**src/rtl/gray_input_sampler.sv**
```systemverilog
// Synchronises and debounces an asynchronous Gray-code bus, strobing each accepted word
// and flagging transitions that flip more than one bit. Define GRAY_ERR_COUNT_EN to add err_count.
module gray_input_sampler #(
    parameter int WIDTH         = 8,
    parameter int STABLE_CYCLES = 4
) (
    input  logic             clk,
    input  logic             rst_n,
    input  logic [WIDTH-1:0] gray_in,
    input  logic             clr_err,
    output logic [WIDTH-1:0] gray_q,
    output logic             primed,
    output logic             new_pulse,
    output logic             err_multi,
    output logic             err_sticky
`ifdef GRAY_ERR_COUNT_EN
    ,
    output logic [7:0]       err_count
`endif
);

    localparam int CW = (STABLE_CYCLES > 1) ? $clog2(STABLE_CYCLES) : 1;
    localparam logic [CW-1:0] CNT_MAX = CW'(STABLE_CYCLES - 1);

    logic [WIDTH-1:0] s1, s2, cand;
    logic [CW-1:0]    cnt;
    logic             accept;
    logic             multi;

    // A word equal to the one already presented is never re-accepted once primed.
    assign accept = (s2 == cand) && (cnt == CNT_MAX) && ((cand != gray_q) || !primed);
    assign multi  = accept && primed && ($countones(cand ^ gray_q) > 1);

    always_ff @(posedge clk) begin
        if (!rst_n) begin
            s1         <= '0;
            s2         <= '0;
            cand       <= '0;
            cnt        <= '0;
            gray_q     <= '0;
            primed     <= 1'b0;
            new_pulse  <= 1'b0;
            err_multi  <= 1'b0;
            err_sticky <= 1'b0;
        end else begin
            s1 <= gray_in;
            s2 <= s1;
            if (s2 != cand) begin
                cand <= s2;
                cnt  <= '0;
            end else if (cnt < CNT_MAX) begin
                cnt <= cnt + 1'b1;
            end
            if (accept) begin
                gray_q <= cand;
                primed <= 1'b1;
            end
            new_pulse  <= accept;
            err_multi  <= multi;
            // A fresh error wins over a simultaneous clear.
            err_sticky <= (err_sticky & ~clr_err) | multi;
        end
    end

`ifdef GRAY_ERR_COUNT_EN
    always_ff @(posedge clk) begin
        if (!rst_n) begin
            err_count <= 8'd0;
        end else if (clr_err) begin
            err_count <= {7'd0, multi};
        end else if (multi && (err_count != 8'hFF)) begin
            err_count <= err_count + 8'd1;
        end
    end
`endif

endmodule
```
**config.mk**
```make
export PLATFORM = sky130hd
export DESIGN_NAME = gray_input_sampler
export DESIGN_NICKNAME = d
export VERILOG_FILES = /design/src/rtl/gray_input_sampler.sv
export SDC_FILE = /design/constraint.sdc
export NUM_CORES = 1
export LEC_CHECK = 0
export ABC_AREA = 1
export CAP_MARGIN = 10
export CELL_PAD_IN_SITES_DETAIL_PLACEMENT = 0
export CELL_PAD_IN_SITES_GLOBAL_PLACEMENT = 1
export CORE_MARGIN = 3
export CORE_UTILIZATION = 35
export CTS_CLUSTER_DIAMETER = 200
export CTS_CLUSTER_SIZE = 16
export DETAILED_ROUTE_END_ITERATION = 12
export HOLD_SLACK_MARGIN = 0.12
export PLACE_DENSITY_LB_ADDON = 0.1
export SETUP_SLACK_MARGIN = 0.3
export SYNTH_ARGS = -nofsm -noshare
export SYNTH_HDL_FRONTEND = slang
export SYNTH_SLANG_ARGS = --single-unit
```
**constraint.sdc**
```tcl
create_clock -name clk -period 2.8 [get_ports clk]
set_input_delay 0.42 -clock clk [delete_from_list [all_inputs] [get_ports clk]]
set_output_delay 0.42 -clock clk [all_outputs]
set_load 0.05 [all_outputs]
```
==> run_results.csv <==
group,metric,value,unit
power_and_ir_drop,p_leak,1.30,nW
synth,synthAdderAreaFrac,0.0777,
global_routing,grtUsageTotal,0.126,
global_routing,grt_max_degree,36,
worst_setup_path,worstSetupStartpointType,"flop",
status,status,"finished, violations left",
route,wl_per_cell,9.37,um
synth,synth_area_leaders,"dfxtp_1 41%, nand2_1 20%, inv_1 14%, fa_1 4.4%, nor2_1 3.7%",
synth,seq_area_frac_synth,0.414,
synth,synth_warnings,0,
power_and_ir_drop,power_density,494,nW/um^2
timing,hold_violations,0,
synth,yosysUniqueCellTypes,22,
synth,ys_seq_elements,38,
timing,post-route-min-period,3060,ps
global_routing,grt_pass1_wl,6.06,mm
synth,synth_top_area_share,0.414,
global_routing,grt_remaining_overflow,0,
power_and_ir_drop,power,0.00120,W
timing,setup_slack,-261,ps
route,firstDrtPassIters,4,
status,violations,"negative setup slack",
power_and_ir_drop,ir_worst_vdd,361,uV
route,drcViolationCount,0,
worst_setup_path,cp-end-kind,"flop",
final_layout,final_cell_area,2420,sq um
cts,cts_root_buf,"clkbuf_8",
worst_setup_path,worstPathRequired,3030,ps
timing,worst_slew_pin_slew,509,ps
cts,clk_pin_slew,70,ps
final_layout,n_antenna_cell,0,
cts,insertion_delay,280,ps
die,dieArea,6150,sq um
synth,synth_xor_area_frac,0.0238,
min_path,hold_path_class,"reg2reg",
timing,fin_tns_setup,-514,ps
route,routed_wl,3.48,mm
die,io_pins,23,
cts,h-tree-depth,2,
min_path,holdPathStages,2,
die,core-area,4910,sq um
route,via_per_inst,4.04,
cts,cts_tree,"built",
placement,hpwl,2.65,mm
placement,io_buffers,22,
die,fp.dieW,78.4,um
cts,cts_sinks,38,
die,die_h,78.4,um
route,drt_iter0_drc,40,
synth,synth_top_family_by_area,"simple AND/OR/NAND/NOR gates",
global_routing,grt_pass1_vias,1381,
timing,maxSlewHeadroom,0.660,
synth,synth_compound_area_frac,0.0102,
route,antenna_left,0,
synth,syn-num-nets,287,
timing,fin_worst_skew,4.08,ps
synth,synthMuxAreaShare,0.00545,
final_layout,syn_to_final_growth,32.0,%
cts,cts_buffers,5,
worst_setup_path,rr_worst_depth,13,
die,initial_utilization,0.374,
route,num_vias,1500,
worst_setup_path,critPathKind,"reg2reg",
cts,ctsHoldBuffers,0,
run,maxCapViolCount,0,
placement,gp_congestion,0.789,
timing,max_freq,327,MHz
placement,postPlaceCellArea,2220,sq um
die,rows,25,
cts,clockBufferDepth,2,
timing,rsz0062_at_grt,"yes",
synth,synthCells,267,
final_layout,final_nets,323,
global_routing,antenna_found_initial,0,
synth,synthesis.area,1840,sq um
final_layout,drive_gt1_frac,0.148,
timing,finalMaxSlewViolations,0,
worst_setup_path,arrival,3290,ps
worst_setup_path,crit_fanout,2,
synth,yosys.area_share.simple,0.311,
timing,fin_crit_sh,1.09,
placement,pre_cts_ws,-382,ps
timing,setup_violations,2,
timing,hold_slack,413,ps
synth,yosys.area.top_type,"dfxtp_1",
synth,syn-mean-instance-area,6.88,sq um
worst_setup_path,r2r_slack,-260,ps
[path summary, 6_finish.rpt]
kind                                 from          to
worst max register to register  gray_q[3]  err_sticky
worst max-delay path            gray_q[3]  err_sticky
worst min-delay path                s1[1]       s2[1]
worst min register to register      s1[1]       s2[1]
[metrics by stage]
step	instances	utilization
after floorplan	267	-
after global placement	361	0.452
after detailed placement	361	0.452
after CTS	370	0.485
after global routing	371	0.494
final	371	0.494
[sequential cells by signal (all words and copies together) (netlist names)]
register	flops
s2	8
cnt	2
err_sticky	1
gray_q	8
primed	1
err_multi	1
s1	8
cand	8
new_pulse	1
[cell families (layout without fill, tap and decap cells)]
| group | Yosys count | after routing |
|---|---|---|
| simple gates | 134 | 134 |
| fa+ha+maj | 9 | 9 |
| compound gates | 3 | 3 |
| buf+inv | 77 | 114 |
| mux | 1 | 1 |
| xor+xnor | 5 | 5 |
| flops | 38 | 38 |
[layout make-up]
type                       count  area (sq um)
clock buffer                   7           108
clock inverter                 1          30.0
fill                         533          2490
inverter                      72           270
multi-input combinational    152           848
sequential                    38           774
tap                           67          83.8
timing repair buffer          34           310
[synth_stat cells]
library cell	n
a21oi_1	1
a41oi_1	1
buf_1	1
clkbuf_1	4
dfxtp_1	38
fa_1	4
ha_1	5
inv_1	68
inv_2	4
mux2i_1	1
nand2_1	97
nand2_2	3
nand3_1	4
nand3_4	1
nand3b_1	1
nand4_1	7
nor2_1	18
nor2_2	2
nor2_8	1
o21ai_0	1
xnor2_1	2
xor2_1	3
[power by group]
group          switching (W)  total [W]  leakage [nW]  internal (W)
registers         0.00000959   0.000563         0.314      0.000553
clock network       0.000183   0.000527        0.0696      0.000344
logic              0.0000604   0.000108         0.916     0.0000476
[layer usage]
metal	wire length, um	vias to the layer above	GRT usage	part of all wire
met5	0	-	0	0
met4	37	0	0.0420	0.011
met3	151	4	0.0344	0.043
met2	1590	28	0.214	0.46
met1	1690	637	0.154	0.49
li1	-	831	-	-
[placed cells by master, fill, tap and decap left out, types with 3 or more instances in the layout]
cell,synthesis,final
fa_1,4,3
inv_1,68,66
dfxtp_1,38,33
nand4_1,7,7
nor2_1,18,18
buf_4,0,12
inv_2,4,6
clkdlybuf4s50_1,0,22
nand2_2,3,3
clkbuf_8,0,6
ha_1,5,4
dfxtp_4,0,3
nand3_1,4,3
nand2_1,97,97
[critical path, cell delays in order (launching register included)]
cell     delay (ps)
dfxtp_4         360
xor2_2          150
inv_1            70
fa_1            450
fa_1            510
fa_1            420
inv_2            80
ha_4            130
inv_2            30
fa_2            320
xor2_1          170
a41oi_2         180
nand3_2          90
nand2_1          70
[timing repair]
| action | CTS | global route |
|---|---|---|
| gates resized for setup | 3 | 6 |
| endpoints found under the setup margin | 2 | 2 |
| buffers inserted | 1 | 1 |
| gates cloned | 0 | 0 |
| hold endpoints to repair | 0 | 0 |
| pin swaps | 1 | 3 |
Power figures use the tool's default switching activity.
